===== src/rtl/rst_seq_ctrl.sv =====
// rst_seq_ctrl: holds every domain in reset, then releases the domains one
// at a time, waiting for each to acknowledge (or time out) before the next.
// All outputs are registered from the current FSM state, so each output
// changes one cycle after the state transition that selects it.
module rst_seq_ctrl #(
   parameter int NUM_DOMAINS = 4,
   parameter int HOLD_CYCLES = 16,
   parameter int GAP_CYCLES  = 8,
   parameter int ACK_TIMEOUT = 255
) (
   input  logic                   clk,
   input  logic                   rst_async,
   input  logic                   ext_rst_n,
   input  logic                   sw_rst_req,
   input  logic [NUM_DOMAINS-1:0] dom_rst_ack,
   output logic [NUM_DOMAINS-1:0] dom_rst_async,
   output logic [NUM_DOMAINS-1:0] dom_deassert,
   output logic                   all_ready,
   output logic                   seq_error
);

   localparam int              IW       = (NUM_DOMAINS > 1) ? $clog2(NUM_DOMAINS) : 1;
   localparam logic [7:0]      HOLD_LD  = 8'(HOLD_CYCLES - 1);
   localparam logic [7:0]      GAP_LD   = 8'(GAP_CYCLES - 1);
   localparam logic [7:0]      TMO_LD   = 8'(ACK_TIMEOUT);
   localparam logic [IW-1:0]   LAST_IDX = IW'(NUM_DOMAINS - 1);

   typedef enum logic [2:0] {
      ST_ASSERT  = 3'd0,
      ST_RELEASE = 3'd1,
      ST_WAITACK = 3'd2,
      ST_GAP     = 3'd3,
      ST_DONE    = 3'd4
   } state_t;

   // Synchronizer bank: bit NUM_DOMAINS carries ext_rst_n, the rest carry acks.
   logic [NUM_DOMAINS:0]   r_sync1;
   logic [NUM_DOMAINS:0]   r_sync2;

   state_t                 r_state;
   state_t                 w_nxt_state;
   logic [7:0]             r_cnt;
   logic [7:0]             w_nxt_cnt;
   logic [IW-1:0]          r_idx;
   logic [IW-1:0]          w_nxt_idx;
   logic                   w_set_err;

   logic [NUM_DOMAINS-1:0] w_acks;
   logic                   w_ack_cur;
   logic                   w_req;
   logic [NUM_DOMAINS-1:0] w_de_mask;
   logic [NUM_DOMAINS-1:0] w_rst_out;
   logic [NUM_DOMAINS-1:0] w_de_out;
   logic                   w_rdy_out;

   logic [NUM_DOMAINS-1:0] r_dom_rst;
   logic [NUM_DOMAINS-1:0] r_dom_de;
   logic                   r_rdy;
   logic                   r_err;

   // Saturating decrement: counters never wrap below zero.
   function automatic logic [7:0] dec8(input logic [7:0] v);
      return (v == 8'd0) ? 8'd0 : v - 8'd1;
   endfunction

   // Two-flop synchronizers; reset to "no external request, all domains in reset".
   always_ff @(posedge clk or posedge rst_async) begin
      if (rst_async) begin
         r_sync1 <= '1;
         r_sync2 <= '1;
      end else begin
         r_sync1 <= {ext_rst_n, dom_rst_ack};
         r_sync2 <= r_sync1;
      end
   end

   assign w_acks    = r_sync2[NUM_DOMAINS-1:0];
   assign w_ack_cur = w_acks[r_idx];
   assign w_req     = sw_rst_req | ~r_sync2[NUM_DOMAINS];

   // State, shared counter and domain index registers.
   always_ff @(posedge clk or posedge rst_async) begin
      if (rst_async) begin
         r_state <= ST_ASSERT;
         r_cnt   <= HOLD_LD;
         r_idx   <= '0;
      end else begin
         r_state <= w_nxt_state;
         r_cnt   <= w_nxt_cnt;
         r_idx   <= w_nxt_idx;
      end
   end

   // Next-state logic; the single counter is reused as hold, timeout and gap
   // counter and is reloaded on every transition that needs it.
   always_comb begin
      w_nxt_state = r_state;
      w_nxt_cnt   = r_cnt;
      w_nxt_idx   = r_idx;
      w_set_err   = 1'b0;
      case (r_state)
         ST_ASSERT: begin
            if (r_cnt == 8'd0) w_nxt_state = ST_RELEASE;
            else               w_nxt_cnt   = dec8(r_cnt);
         end
         ST_RELEASE: begin
            w_nxt_idx   = '0;
            w_nxt_cnt   = TMO_LD;
            w_nxt_state = ST_WAITACK;
         end
         ST_WAITACK: begin
            // Counter would reach zero this cycle -> timeout, unless the ack
            // arrived at the same time, which wins.
            if (!w_ack_cur || (r_cnt <= 8'd1)) begin
               w_set_err = w_ack_cur;
               if (r_idx == LAST_IDX) begin
                  w_nxt_state = ST_DONE;
               end else begin
                  w_nxt_state = ST_GAP;
                  w_nxt_cnt   = GAP_LD;
               end
            end else begin
               w_nxt_cnt = dec8(r_cnt);
            end
         end
         ST_GAP: begin
            if (r_cnt == 8'd0) begin
               w_nxt_idx   = r_idx + IW'(1);
               w_nxt_cnt   = TMO_LD;
               w_nxt_state = ST_WAITACK;
            end else begin
               w_nxt_cnt = dec8(r_cnt);
            end
         end
         ST_DONE: begin
            w_nxt_state = ST_DONE;
         end
         default: begin
            w_nxt_state = ST_ASSERT;
            w_nxt_cnt   = HOLD_LD;
            w_nxt_idx   = '0;
         end
      endcase
      // Any reset request overrides the sequence and restarts the full hold.
      if (w_req) begin
         w_nxt_state = ST_ASSERT;
         w_nxt_cnt   = HOLD_LD;
         w_nxt_idx   = '0;
         w_set_err   = 1'b0;
      end
   end

   // Thermometer mask: current domain and all lower ones are released.
   always_comb begin
      w_de_mask = '0;
      for (int i = 0; i < NUM_DOMAINS; i++) begin
         w_de_mask[i] = (i <= int'(r_idx));
      end
   end

   // Output decode from the current state; registered below.
   always_comb begin
      w_rst_out = '0;
      w_de_out  = '0;
      w_rdy_out = 1'b0;
      case (r_state)
         ST_ASSERT:  w_rst_out = '1;
         ST_RELEASE: w_rst_out = '0;
         ST_WAITACK: w_de_out  = w_de_mask;
         ST_GAP:     w_de_out  = w_de_mask;
         ST_DONE: begin
            w_de_out  = '1;
            w_rdy_out = 1'b1;
         end
         default:    w_rst_out = '1;
      endcase
   end

   // Registered domain controls and ready flag.
   always_ff @(posedge clk or posedge rst_async) begin
      if (rst_async) begin
         r_dom_rst <= '1;
         r_dom_de  <= '0;
         r_rdy     <= 1'b0;
      end else begin
         r_dom_rst <= w_rst_out;
         r_dom_de  <= w_de_out;
         r_rdy     <= w_rdy_out;
      end
   end

   // Sticky timeout flag, cleared whenever the FSM heads into Assert.
   always_ff @(posedge clk or posedge rst_async) begin
      if (rst_async)                     r_err <= 1'b0;
      else if (w_nxt_state == ST_ASSERT) r_err <= 1'b0;
      else if (w_set_err)                r_err <= 1'b1;
   end

   assign dom_rst_async = r_dom_rst;
   assign dom_deassert  = r_dom_de;
   assign all_ready     = r_rdy;
   assign seq_error     = r_err;

endmodule


===== config.mk =====
export PLATFORM = sky130hd
export DESIGN_NAME = rst_seq_ctrl
export DESIGN_NICKNAME = d
export VERILOG_FILES = /design/src/rtl/rst_seq_ctrl.sv
export SDC_FILE = /design/constraint.sdc
export NUM_CORES = 1
export LEC_CHECK = 0
export BUFFER_PORTS_ARGS = -buffer_cell sky130_fd_sc_hd__buf_2
export CAP_MARGIN = 5
export CORE_UTILIZATION = 48
export DETAILED_ROUTE_END_ITERATION = 8
export GPL_TIMING_DRIVEN = 1
export PLACE_DENSITY_LB_ADDON = 0.25
export SYNTH_ARGS = -nofsm -noshare
export SYNTH_HDL_FRONTEND = slang
export SYNTH_SLANG_ARGS = --single-unit
export TNS_END_PERCENT = 10

===== constraint.sdc =====
create_clock -name clk -period 6.2 [get_ports clk]
set_clock_uncertainty 0.15 [all_clocks]
set_input_delay 0.93 -clock clk [delete_from_list [all_inputs] [get_ports clk]]
set_output_delay 0.93 -clock clk [all_outputs]
set_load 0.03 [all_outputs]

* Word-level counts from Yosys, hierarchy flattened
Cells that the tools add are included.
** Storage, ports and cells
- Output and inout port bits :: 10
- Register bits :: 33
- Input port bits :: 8
- Logic and storage cells :: 65
** Cells by class
- $add $sub $neg :: 2
- Equal/unequal tests :: 10
- Reductions and logical operators :: 11
- Mux-type cells :: 26
- $lt $le $gt $ge :: 5
- Bitwise operators :: 2
** Operators with widths (count)
- 2-to-1 mux 8 bit :: 6
- case mux 8 bit (5 select lines) :: 1
- 2-to-1 mux 3 bit :: 5
- case mux 3 bit (5 select lines) :: 1
- less-or-equal comparator 8 x 1 -> 1 bit, second input constant :: 1
- zero test 8 bit :: 1
- case mux 4 bit (2 select lines) :: 1
- subtractor 8 x 1 -> 8 bit, second input constant :: 1
- 2-to-1 mux 1 bit :: 7
- equality test 3 x 2 -> 1 bit, second input constant :: 2
- zero test 3 bit :: 2
- inequality test 3 bit, second input constant :: 2
- less-or-equal comparator 2 bit, first input constant :: 2
- 2-to-1 mux 2 bit :: 2
- 2-to-1 mux 4 bit :: 1
- inequality test 4 bit, second input constant :: 1
- case mux 2 bit (2 select lines) :: 1
- OR reduction 4 bit :: 1
- equality test 3 x 1 -> 1 bit, second input constant :: 1
- equality test 3 bit, second input constant :: 1
- less-than comparator 2 x 3 -> 1 bit, second input constant :: 1
- AND reduction 3 bit :: 1
- OR reduction 3 bit :: 1
- adder 2 x 1 -> 2 bit, second input constant :: 1
- 12 further kinds :: 12

* Longest topological paths before layout
Gate-level depths: netlist of the first run.
- Word-level depth :: 9
- Depth in mapped cells :: 7
- Mapped depth without buffers :: 7

* Worst setup path after synthesis of the first run
OpenSTA, ideal clock, no wires.
- Path type :: flip-flop to flip-flop
- Start point :: register r_cnt[4]
- End point :: register r_cnt[0]
- Arrival :: 2333 ps
- Required time :: 5968 ps
- Setup slack :: 3634 ps
- Path buffers :: 2
- Cell stages (with the launch flop) :: 8
- Library setup time :: 82 ps
- Clock period less this slack :: 2566 ps
- Cells stage by stage :: dfrtp_1 buf_6 or4_1 buf_2 o41a_1 o22a_4 or2_4 mux2_4
** Between the ends
- Cells in the longest elaborated chain, start to end :: 5
- Elaborated cells on any way between the ends :: 11
- Those cells by class :: order compare (1); eq/ne (2); mux (5); reduce/logical (3)
** RTL lines
- start: declaration :: line 42 : logic [7:0] r_cnt;
- start signal: assignment :: line 89 : r_cnt <= w_nxt_cnt;
- less-or-equal comparator 8 x 1 -> 1 bit or zero test 8 bit (tied branches)
- logical OR 1 bit or 2-to-1 mux 8 bit (tied branches) :: line 114, 63
- 2-to-1 mux 8 bit :: line 114 : if (!w_ack_cur || (r_cnt <= 8'd1)) begin
- case mux 8 bit (5 select lines) :: line 101 : case (r_state)
- 2-to-1 mux 8 bit :: line 145 : if (w_req) begin
Several ways; a longest one is shown, not always the timed one.
A chain may end at the register's enable or synchronous reset.

* Worst setup path in the final report of the first run
- Start point :: register r_cnt[4]
- End point :: register r_cnt[5]
** Between the ends
- Cells in the longest elaborated chain, start to end :: 5
- Elaborated cells on any way between the ends :: 13
- Those cells by class :: add/sub (1); order compare (1); eq/ne (2); mux (6); reduce/logical (3)
** RTL lines
- subtractor 8 x 1 -> 8 bit, or another cell as far along :: line 63 : return (v == 8'd0) ? 8'd0 : v - 8'd1;
- 2-to-1 mux 8 bit or logical OR 1 bit (tied branches) :: line 63, 114
- 2-to-1 mux 8 bit :: line 114
- case mux 8 bit (5 select lines) :: line 101
- 2-to-1 mux 8 bit :: line 145
Several ways; a longest one is shown, not always the timed one. The select of a mux whose other input is x is not followed.

==> results of run 1 <==
## kinds of logic (layout without fill, tap and decap cells)
family | Yosys count | in the layout
simple gates | 58 | 58
compound gates | 36 | 36
flops | 30 | 30
buf+inv | 19 | 34
fa+ha+maj | 5 | 5
mux | 4 | 4
xor+xnor | 1 | 1
## critical path: cells and delay by family (launching register included)
family | cells | cell delay [ns]
AO/OA/AOI/OAI | 4 | 1.35
flip-flops | 1 | 0.47
AND/OR/NAND/NOR | 1 | 0.65
## Yosys cell counts, types with 2 or more instances
cell type / instances
sky130_fd_sc_hd__nor2_1: 19
sky130_fd_sc_hd__dfrtp_1: 15
sky130_fd_sc_hd__dfstp_2: 15
sky130_fd_sc_hd__nand2_1: 11
sky130_fd_sc_hd__inv_1: 8
sky130_fd_sc_hd__a21oi_1: 7
sky130_fd_sc_hd__clkbuf_1: 6
sky130_fd_sc_hd__ha_1: 5
sky130_fd_sc_hd__nor3_1: 5
sky130_fd_sc_hd__nand2b_1: 4
sky130_fd_sc_hd__nor2b_1: 4
sky130_fd_sc_hd__o21ai_0: 4
sky130_fd_sc_hd__o22ai_1: 4
sky130_fd_sc_hd__a22o_1: 3
sky130_fd_sc_hd__buf_4: 3
sky130_fd_sc_hd__nor4_1: 3
sky130_fd_sc_hd__or2_2: 3
sky130_fd_sc_hd__a31oi_1: 2
sky130_fd_sc_hd__mux2_4: 2
sky130_fd_sc_hd__nand4_1: 2
sky130_fd_sc_hd__o211ai_1: 2
sky130_fd_sc_hd__o41ai_1: 2
sky130_fd_sc_hd__or4_1: 2
## state kept, by name, indices dropped and copies added (netlist names)
signal / flops
r_cnt: 8
r_sync1: 5
r_sync2: 5
dom_deassert: 4
r_state: 3
r_idx: 2
all_ready: 1
dom_rst_async: 1
seq_error: 1
## cells in the final DEF (no fill, tap or decap), types with 2 or more instances in the layout
cell type                   instances
sky130_fd_sc_hd__a21oi_1            7
sky130_fd_sc_hd__a22o_1             3
sky130_fd_sc_hd__a31oi_1            2
sky130_fd_sc_hd__buf_2             17
sky130_fd_sc_hd__bufinv_16          2
sky130_fd_sc_hd__clkbuf_4           5
sky130_fd_sc_hd__dfrtp_1           15
sky130_fd_sc_hd__dfstp_2           15
sky130_fd_sc_hd__ha_1               5
sky130_fd_sc_hd__inv_1              8
sky130_fd_sc_hd__mux2_4             2
sky130_fd_sc_hd__nand2_1           11
sky130_fd_sc_hd__nand2b_1           4
sky130_fd_sc_hd__nand4_1            2
sky130_fd_sc_hd__nor2_1            19
sky130_fd_sc_hd__nor2b_1            4
sky130_fd_sc_hd__nor3_1             5
sky130_fd_sc_hd__nor4_1             3
sky130_fd_sc_hd__o211ai_1           2
sky130_fd_sc_hd__o21ai_0            4
sky130_fd_sc_hd__o22ai_1            4
sky130_fd_sc_hd__o41ai_1            2
sky130_fd_sc_hd__or2_2              3
sky130_fd_sc_hd__or4_1              2
## path summary, 6_finish.rpt
path / slack, ns / to
worst max-delay path: 3.48 / r_cnt[5]
worst min-delay path: 0.21 / r_sync2[3]
worst max register to register: 3.48 / r_cnt[5]
worst min register to register: 0.21 / r_sync2[3]
max in group asynchronous: 4.84 / r_sync2[4]
min in group asynchronous: 0.40 / r_cnt[7]
## metal layers
metal / up-vias / global-route usage, % / share of wire (%)
li1: 573 / - / -
met1: 562 / 28.2 / 47
met2: 45 / 30.7 / 46
met3: 6 / 7.47 / 4.9
met4: 0 / 10.5 / 1.7
met5: - / 0 / 0
## metrics by stage
step	std cells	hold slack, ns
detailed placement	204	0.197
finish	212	0.209
global placement	204	0.196
floorplan	153	0.195
CTS	212	0.210
global route	212	0.213
## cell type report
type | count | share of cell area (%)
Tap cell | 44 | 3.15
Clock buffer | 6 | 2.94
Timing Repair Buffer | 18 | 5.30
Inverter | 8 | 1.72
Clock inverter | 2 | 3.44
Multi-Input combinational cell | 104 | 39.4
Sequential cell | 30 | 44.1
## power groups by stage
stage          combinational (mW)  clock (mW)  sequential [mW]
2_1_floorplan              0.0113           0            0.207
3_3_place_gp               0.0167           0            0.208
5_1_grt                    0.0190       0.218            0.205
3_5_place_dp               0.0172           0            0.208
4_1_cts                    0.0171       0.209            0.205
6_report                   0.0166       0.205            0.204
==> run_results.csv, run 1 <==
group,metric,value,unit
critical_path,worst_setup_path_start_kind,"flip-flop",
yosys,synth_sequential_area_ratio,49.7,%
die,fp-row-count,20,
routing,dr_total_vias,1186,
sta,fin_crit,2.72,ns
sta,timing_max_transition_violations_final,0,
power_and_ir_drop,netSwitchingFraction,18.9,%
place,pre_cts_ws,3.32,ns
die,ioPinCount,18,
clocking,clock_latency_reported_for_the_late_side_of_the_worst_skew_pair,0.33,ns
grt,grt_pass1_wl,5.31,mm
routing,routed_wirelength,3.07,mm
sta,finalWorstSetupSlack,3.48,ns
sta,final.setup.tns,0,ns
power_and_ir_drop,worst_ir_drop_vdd,196,uV
yosys,syn_inst,153,
critical_path,slowest_stage,"sky130_fd_sc_hd__or4_1",
power_and_ir_drop,clkPwrFrac,48.1,%
clocking,cts_tree,"built",
layout,fin_area,1750,um2
clocking,clkTransAtPathRegs,0.10,ns
yosys,async_flop_share,100,%
grt,antenna_found_initial,0,
layout,antenna_cells,0,
layout,synthToLayoutAreaGrowth,12.8,%
yosys,yosys.cell_types.count,45,
critical_path,r2r_cells,5,
clocking,postCtsSetupRepairBufs,0,
worst_hold_path,hold_path_cells,0,
critical_path,crit_path_start,"r_cnt[4]",
critical_path,highest_net_fanout_along_the_worst_path,9,
sta,rsz_0062_raised_after_global_routing,"no",
layout,postLayoutCoreUtil,57.2,%
layout,multi_input_area,688,um2
place,dpl-instance-area,1640,um2
layout,fillCellCount,275,
grt,grt_max_degree,22,
yosys,post_synth_xor_area_fraction,0.565,%
yosys,yosys.area_share.simple,18.7,%
yosys,synth-edff-count,0,
power_and_ir_drop,post_layout_power,0.426,mW
place,detailed_place_hpwl,2.28,mm
grt,globalRouteTotalUtil,21.2,%
critical_path,cp_data_arrival_time,2.80,ns
yosys,synthFlopType,"sky130_fd_sc_hd__dfstp_2",
yosys,postSynthNetCount,166,
critical_path,timing.critical_path.to_type,"flip-flop",
sta,period_share,43.8,%
routing,route.detailed.drc,0,
yosys,avgSynthCellArea,10.1,um2
sta,max_clock_freq,368,MHz
yosys,synth.ff_latch_count,30,
sta,timing_worst_slew_pin_value,0.861,ns
grt,grt_pass1_vias,1192,
clocking,clk_root_buffer_cell,"sky130_fd_sc_hd__clkbuf_4",
yosys,yosys-mux-area-fraction,4.04,%
routing,antenna_violating_nets_post_route,0,
layout,final_layout_size_suffix_gt1_share,30.4,%
routing,first_pass_iters,4,
grt,grt_overflow,0,
yosys,synth_compound_gate_area_share,17.1,%
yosys,yosys.area.top_type_share,25.4,%
routing,vias_per_cell,5.59,
critical_path,critical_path.cell_chain,"or4_1, o41a_1, o21ai_0, o41ai_1, a22o_1",
power_and_ir_drop,power.sequential.fraction,48.0,%
sta,setup_viol,0,
power_and_ir_drop,combinationalPowerShare,3.9,%
yosys,synth_top_family_by_area,"simple AND/OR/NAND/NOR gates",
critical_path,timing_worst_setup_path_type,"flip-flop to flip-flop",
place,place.gp.congestion,0.909,
power_and_ir_drop,leakage,0.798,nW
clocking,cts_num_sinks,30,
clocking,htree_num_levels,2,
sta,final-hold-violation-count,0,
routing,route.detailed.wl_per_inst,14.5,um
die,die_height,58.8,um
yosys,post_synth_instance_area,1550,um2
clocking,post_cts.resized_instances,0,
clocking,cts-hold-fix-buffers,0,
clocking,cts_inserted_buffers,5,
sta,max_slew_margin,41.8,%
status,run_status,"finished, final reports clean",
yosys,synthAdderAreaFrac,4.04,%
place,placement.io_buffers,17,
yosys,synth_top_cell_by_area,"sky130_fd_sc_hd__dfstp_2",
routing,detail_route.iter0.violations,60,
power_and_ir_drop,internal_power,0.345,mW
critical_path,r2r-start,"r_cnt[4]",
worst_hold_path,worstHoldStart,"r_sync1[3]",
flow_run,cap_viol_max_count,0,
die,fp.coreArea,3050,um2
yosys,synthTopCellsByArea,"sky130_fd_sc_hd__dfstp_2 25%, sky130_fd_sc_hd__dfrtp_1 24%, sky130_fd_sc_hd__nor2_1 4.6%",
critical_path,critical_path.max_stage_delay,0.65,ns
die,design.die.area,3460,um2
die,initial_core_util,50.7,%
layout,regArea,769,um2
power_and_ir_drop,power_per_cell_area,244,nW/um2
worst_hold_path,min_path_type,"flip-flop to flip-flop",
yosys,synthesis.yosys.warnings,0,
die,die_width,58.8,um
clocking,cts.path.max_buffers,2,
power_and_ir_drop,switching_power,0.0805,mW
critical_path,req_time_crit_path,6.28,ns
layout,finish.net_count,180,
Note: power is estimated with default switching activity, not from simulation.
==> inputs of run 2 (changes only) <==
clock period = 2.7 ns   (was 6.2 ns; I/O delays follow)
==> run_results.csv, run 2 (same netlist as run 1, synthesis figures left out) <==
group,metric,value,unit
status,run_status,"finished, final reports clean",
place,dpl-instance-area,1680,um2
layout,layout.cells.non_filler,221,
critical_path,cp_data_arrival_time,2.65,ns
layout,largest_registers,"r_cnt: 8 flops, r_sync1: 5 flops, r_sync2: 5 flops",
flow_run,cap_viol_max_count,0,
power_and_ir_drop,combinationalPowerShare,5.5,%
power_and_ir_drop,netSwitchingFraction,23.6,%
layout,synthToLayoutAreaGrowth,14.5,%
die,die_height,58.8,um
critical_path,highest_net_fanout_along_the_worst_path,7,
worst_hold_path,min_path_type,"input port to flip-flop",
critical_path,req_time_crit_path,2.82,ns
clocking,cts-hold-fix-buffers,0,
die,ioPinCount,18,
sta,timing_max_transition_violations_final,0,
routing,detail_route.iter0.violations,64,
grt,globalRouteTotalUtil,20.9,%
clocking,cts_num_sinks,30,
layout,fin_area,1770,um2
worst_hold_path,worstHoldStart,"ext_rst_n",
place,pre_cts_ws,0.188,ns
layout,finish.net_count,189,
power_and_ir_drop,worst_ir_drop_vdd,287,uV
grt,grt_overflow,0,
die,design.die.area,3460,um2
critical_path,timing_worst_setup_path_type,"flip-flop to flip-flop",
clocking,clkTransAtPathRegs,0.10,ns
clocking,cts_tree,"built",
clocking,postCtsSetupRepairBufs,0,
layout,top_library_cells_by_usage_in_the_layout_fill_and_taps_aside,"19 x sky130_fd_sc_hd__nor2_1, 17 x sky130_fd_sc_hd__buf_2, 15 x sky130_fd_sc_hd__dfrtp_1, 15 x sky130_fd_sc_hd__dfstp_2, 11 x sky130_fd_sc_hd__nand2_1",
clocking,clock_latency_reported_for_the_late_side_of_the_worst_skew_pair,0.33,ns
layout,postLayoutCoreUtil,58.1,%
sta,max_slew_margin,36.7,%
sta,rsz_0062_raised_after_global_routing,"no",
critical_path,r2r_cells,5,
routing,vias_per_cell,5.76,
grt,antenna_found_initial,0,
power_and_ir_drop,clkPwrFrac,35.6,%
clocking,post_cts.resized_instances,0,
sta,timing_worst_slew_pin_value,0.949,ns
layout,mostFrequentLayoutCell,"sky130_fd_sc_hd__nor2_1",
clocking,htree_num_levels,2,
layout,regMostFlops,"r_cnt",
layout,final_layout_size_suffix_gt1_share,32.2,%
die,die_width,58.8,um
power_and_ir_drop,switching_power,0.188,mW
layout,antenna_cells,0,
routing,first_pass_iters,4,
grt,grt_pass1_vias,1214,
sta,fin_crit,2.54,ns
critical_path,worst_setup_path_start_kind,"flip-flop",
routing,antenna_violating_nets_post_route,0,
power_and_ir_drop,power.sequential.fraction,58.9,%
place,place.gp.congestion,0.970,
routing,routed_wirelength,3.21,mm
clocking,cts_inserted_buffers,5,
power_and_ir_drop,leakage,0.819,nW
critical_path,timing.critical_path.to_type,"flip-flop",
die,fp-row-count,20,
place,place_inst,210,
grt,grt_max_degree,28,
clocking,clk_root_buffer_cell,"sky130_fd_sc_hd__clkbuf_4",
worst_hold_path,hold_path_cells,1,
die,initial_core_util,50.7,%
place,placement.io_buffers,17,
worst_hold_path,hold_path_end,"r_sync1[4]",
critical_path,ff2ff_setup_slack,0.16,ns
place,detailed_place_hpwl,2.29,mm
clocking,cts.path.max_buffers,2,
grt,grt_pass1_wl,5.31,mm
routing,route.detailed.wl_per_inst,14.5,um
sta,setup_viol,0,
sta,finalWorstSetupSlack,0.165,ns
routing,route.detailed.drc,0,
sta,final.setup.tns,0,ns
power_and_ir_drop,power_per_cell_area,449,nW/um2
power_and_ir_drop,internal_power,0.609,mW
layout,largest_register_ff_count,8,
critical_path,rr_endpoint,"r_cnt[0]",
routing,dr_total_vias,1272,
critical_path,r2r-start,"r_cnt[5]",
sta,max_clock_freq,394,MHz
sta,final-hold-violation-count,0,
die,fp.coreArea,3050,um2
sta,period_share,93.9,%
## run 2: final cells by class
class                      instances  area [um2]
clock buffer                       6        51.3
clock inverter                     2        12.5
fill                             284        1280
inverter                           8        30.0
multi-input combinational        104         688
sequential                        30         769
tap                               44        55.1
timing repair buffer              27         168
## run 2: routing by layer
metal	vias up	global-route usage (%)	share of wire (%)
met1	594	25.4	42
met2	71	32.5	48
met5	-	0	0
met4	0	13.6	3.6
met3	16	5.93	6.4
li1	591	-	-
## run 2: per-stage QoR
step                      hold slack (ns)  power, mW
final                              0.0230      0.797
after detailed placement            0.197      0.518
after floorplan                     0.195      0.502
after global routing              0.00313      0.827
after CTS                         0.00298      0.803
after global placement              0.196      0.517
## run 2: worst max-delay path by stage
stage	from	end	slack, ns	cells after the start
after global routing	r_cnt[5]	r_cnt[0]	0.13	5
after detailed placement	r_cnt[5]	r_cnt[0]	0.19	5
final	r_cnt[5]	r_cnt[0]	0.16	5
after CTS	r_cnt[5]	r_cnt[0]	0.18	5
after floorplan	r_cnt[4]	r_cnt[0]	0.13	7
after global placement	r_cnt[5]	r_cnt[0]	0.25	5
## run 2: worst max-delay path, stage by stage (launching register included)
cell	delay [ns]
sky130_fd_sc_hd__dfrtp_1	0.46
sky130_fd_sc_hd__or4_1	0.56
sky130_fd_sc_hd__o41a_1	0.47
sky130_fd_sc_hd__o22a_4	0.29
sky130_fd_sc_hd__or2_4	0.26
sky130_fd_sc_hd__mux2_4	0.30
## run 2: power by group through the flow
stage	registers, mW	clock network (mW)	logic [mW]
floorplan	0.476	0	0.0259
global placement	0.477	0	0.0399
detailed placement	0.477	0	0.0409
finish	0.469	0.284	0.0439
CTS	0.470	0.292	0.0413
global route	0.470	0.308	0.0490
==> inputs of run 3 (changes only) <==
ABC_CLOCK_PERIOD_IN_PS = 2700   (was unset)
CORE_UTILIZATION = 57   (was 48)
==> run_results.csv, run 3 (same netlist as run 1, synthesis figures left out) <==
group,metric,value,unit
grt,globalRouteTotalUtil,26.1,%
clocking,post_cts.resized_instances,0,
sta,period_share,91.4,%
grt,antenna_found_initial,0,
clocking,cts-hold-fix-buffers,0,
critical_path,r2r_cells,5,
critical_path,r2r-start,"r_cnt[5]",
power_and_ir_drop,leakage,0.852,nW
critical_path,highest_net_fanout_along_the_worst_path,7,
clocking,postCtsSetupRepairBufs,0,
routing,routed_wirelength,3.21,mm
layout,antenna_cells,0,
worst_hold_path,hold_path_cells,1,
layout,synthToLayoutAreaGrowth,17.6,%
clocking,cts.path.max_buffers,2,
clocking,clock_latency_reported_for_the_late_side_of_the_worst_skew_pair,0.33,ns
layout,fillCellCount,181,
routing,route.detailed.drc,0,
grt,grt_pass1_wl,5.22,mm
clocking,cts_num_sinks,30,
critical_path,req_time_crit_path,2.82,ns
critical_path,worst_setup_path_start_kind,"flip-flop",
sta,final.setup.tns,0,ns
sta,timing_max_transition_violations_final,0,
clocking,cts_inserted_buffers,5,
layout,largest_registers,"r_cnt: 8 flops, r_sync1: 5 flops, r_sync2: 5 flops",
sta,final.hold.worst_slack,0.0228,ns
sta,max_clock_freq,405,MHz
place,placement.io_buffers,17,
sta,final-hold-violation-count,0,
routing,dr_total_vias,1287,
worst_hold_path,hold_path_end,"r_sync1[4]",
grt,grt_pass1_vias,1217,
status,run_status,"finished, final reports clean",
sta,max_slew_margin,41.7,%
routing,detail_route.iter0.violations,64,
die,fp.coreArea,2520,um2
critical_path,cp_data_arrival_time,2.59,ns
sta,setup_viol,0,
flow_run,cap_viol_max_count,0,
die,design.die.area,2930,um2
layout,largest_register_ff_count,8,
clocking,clk_root_buffer_cell,"sky130_fd_sc_hd__clkbuf_4",
critical_path,rr_endpoint,"r_cnt[0]",
critical_path,ff2ff_setup_slack,0.23,ns
grt,grt_overflow,0,
routing,antenna_violating_nets_post_route,0,
layout,finish.net_count,191,
critical_path,timing.critical_path.to_type,"flip-flop",
die,initial_core_util,61.4,%
layout,final_layout_size_suffix_gt1_share,32.4,%
worst_hold_path,worstHoldStart,"ext_rst_n",
place,detailed_place_hpwl,2.22,mm
routing,first_pass_iters,4,
grt,grt_max_degree,26,
die,die_height,54.1,um
die,fp-row-count,18,
power_and_ir_drop,power_per_cell_area,541,nW/um2
layout,multi_input_area,688,um2
layout,regMostFlops,"r_cnt",
worst_hold_path,min_path_type,"input port to flip-flop",
routing,vias_per_cell,6.16,
power_and_ir_drop,worst_ir_drop_vdd,612,uV
clocking,clkTransAtPathRegs,0.10,ns
die,die_width,54.1,um
layout,mostFrequentLayoutCell,"sky130_fd_sc_hd__nor2_1",
sta,rsz_0062_raised_after_global_routing,"no",
clocking,htree_num_levels,2,
layout,top_library_cells_by_usage_in_the_layout_fill_and_taps_aside,"19 x sky130_fd_sc_hd__nor2_1, 17 x sky130_fd_sc_hd__buf_2, 15 x sky130_fd_sc_hd__dfrtp_1, 15 x sky130_fd_sc_hd__dfstp_2, 11 x sky130_fd_sc_hd__nand2_1",
die,ioPinCount,18,
place,place.gp.congestion,0.886,
layout,regArea,769,um2
clocking,cts_tree,"built",
routing,route.detailed.wl_per_inst,15.3,um
sta,fin_crit,2.47,ns
critical_path,timing_worst_setup_path_type,"flip-flop to flip-flop",
sta,timing_worst_slew_pin_value,0.874,ns
==> run 3: changes by cell type in the layout (fill, tap and decap cells not counted), sizes merged <==
cell / previous run / this run
buf: 24 / 25
bufinv: 0 / 2
dlygate4sd3: 3 / 4
clkinvlp: 1 / 0
clkinv: 1 / 0
==> run 3: cell type report <==
cell class	count	area share, %
sequential	30	42.2
inverter	8	1.65
tap	30	2.06
clock inverter	2	3.30
multi-input combinational	104	37.8
clock buffer	6	2.82
timing repair buffer	29	10.2
==> run 3: per-stage QoR <==
step,setup WS (ns),power (mW),util [%],cells,instance area (um2)
after CTS,0.230,0.987,70.6,205,1780
final,0.233,0.986,72.2,209,1820
after detailed placement,0.235,0.519,66.2,197,1670
after global routing,0.144,1.01,72.2,209,1820
after global placement,0.260,0.518,66.2,197,1670
after floorplan,0.134,0.502,-,153,1550
==> run 3: worst max-delay path, cell delays in order, from the launching register on <==
cell and delay (ns):
sky130_fd_sc_hd__dfrtp_1 0.44, sky130_fd_sc_hd__or4_1 0.54, sky130_fd_sc_hd__o41a_1 0.45, sky130_fd_sc_hd__o22a_4 0.28, sky130_fd_sc_hd__or2_4 0.26, sky130_fd_sc_hd__mux2_4 0.30
==> run 3: how the worst max path moves through the flow <==
stage,startpoint,slack [ns],depth (start not counted),to
5_1_grt,r_cnt[0],0.14,8,r_cnt[5]
3_5_place_dp,r_cnt[5],0.23,5,r_cnt[0]
6_report,r_cnt[5],0.23,5,r_cnt[0]
4_1_cts,r_cnt[5],0.23,5,r_cnt[0]
2_1_floorplan,r_cnt[4],0.13,7,r_cnt[0]
3_3_place_gp,r_cnt[5],0.26,5,r_cnt[1]
==> run 3: metal layers <==
layer | GRT usage, % | routed length, um | vias up | share of wire (%)
li1 | - | - | 590 | -
met1 | 32.4 | 1290 | 608 | 40
met2 | 38.6 | 1550 | 77 | 48
met3 | 6.78 | 290 | 12 | 9.0
met4 | 19.2 | 83 | 0 | 2.6
met5 | 0 | 0 | - | 0
==> run 3: where the power goes <==
part           internal, mW  total [mW]  switching (mW)
logic                0.0205      0.0458          0.0253
registers             0.466       0.470         0.00422
clock network         0.314       0.470           0.157
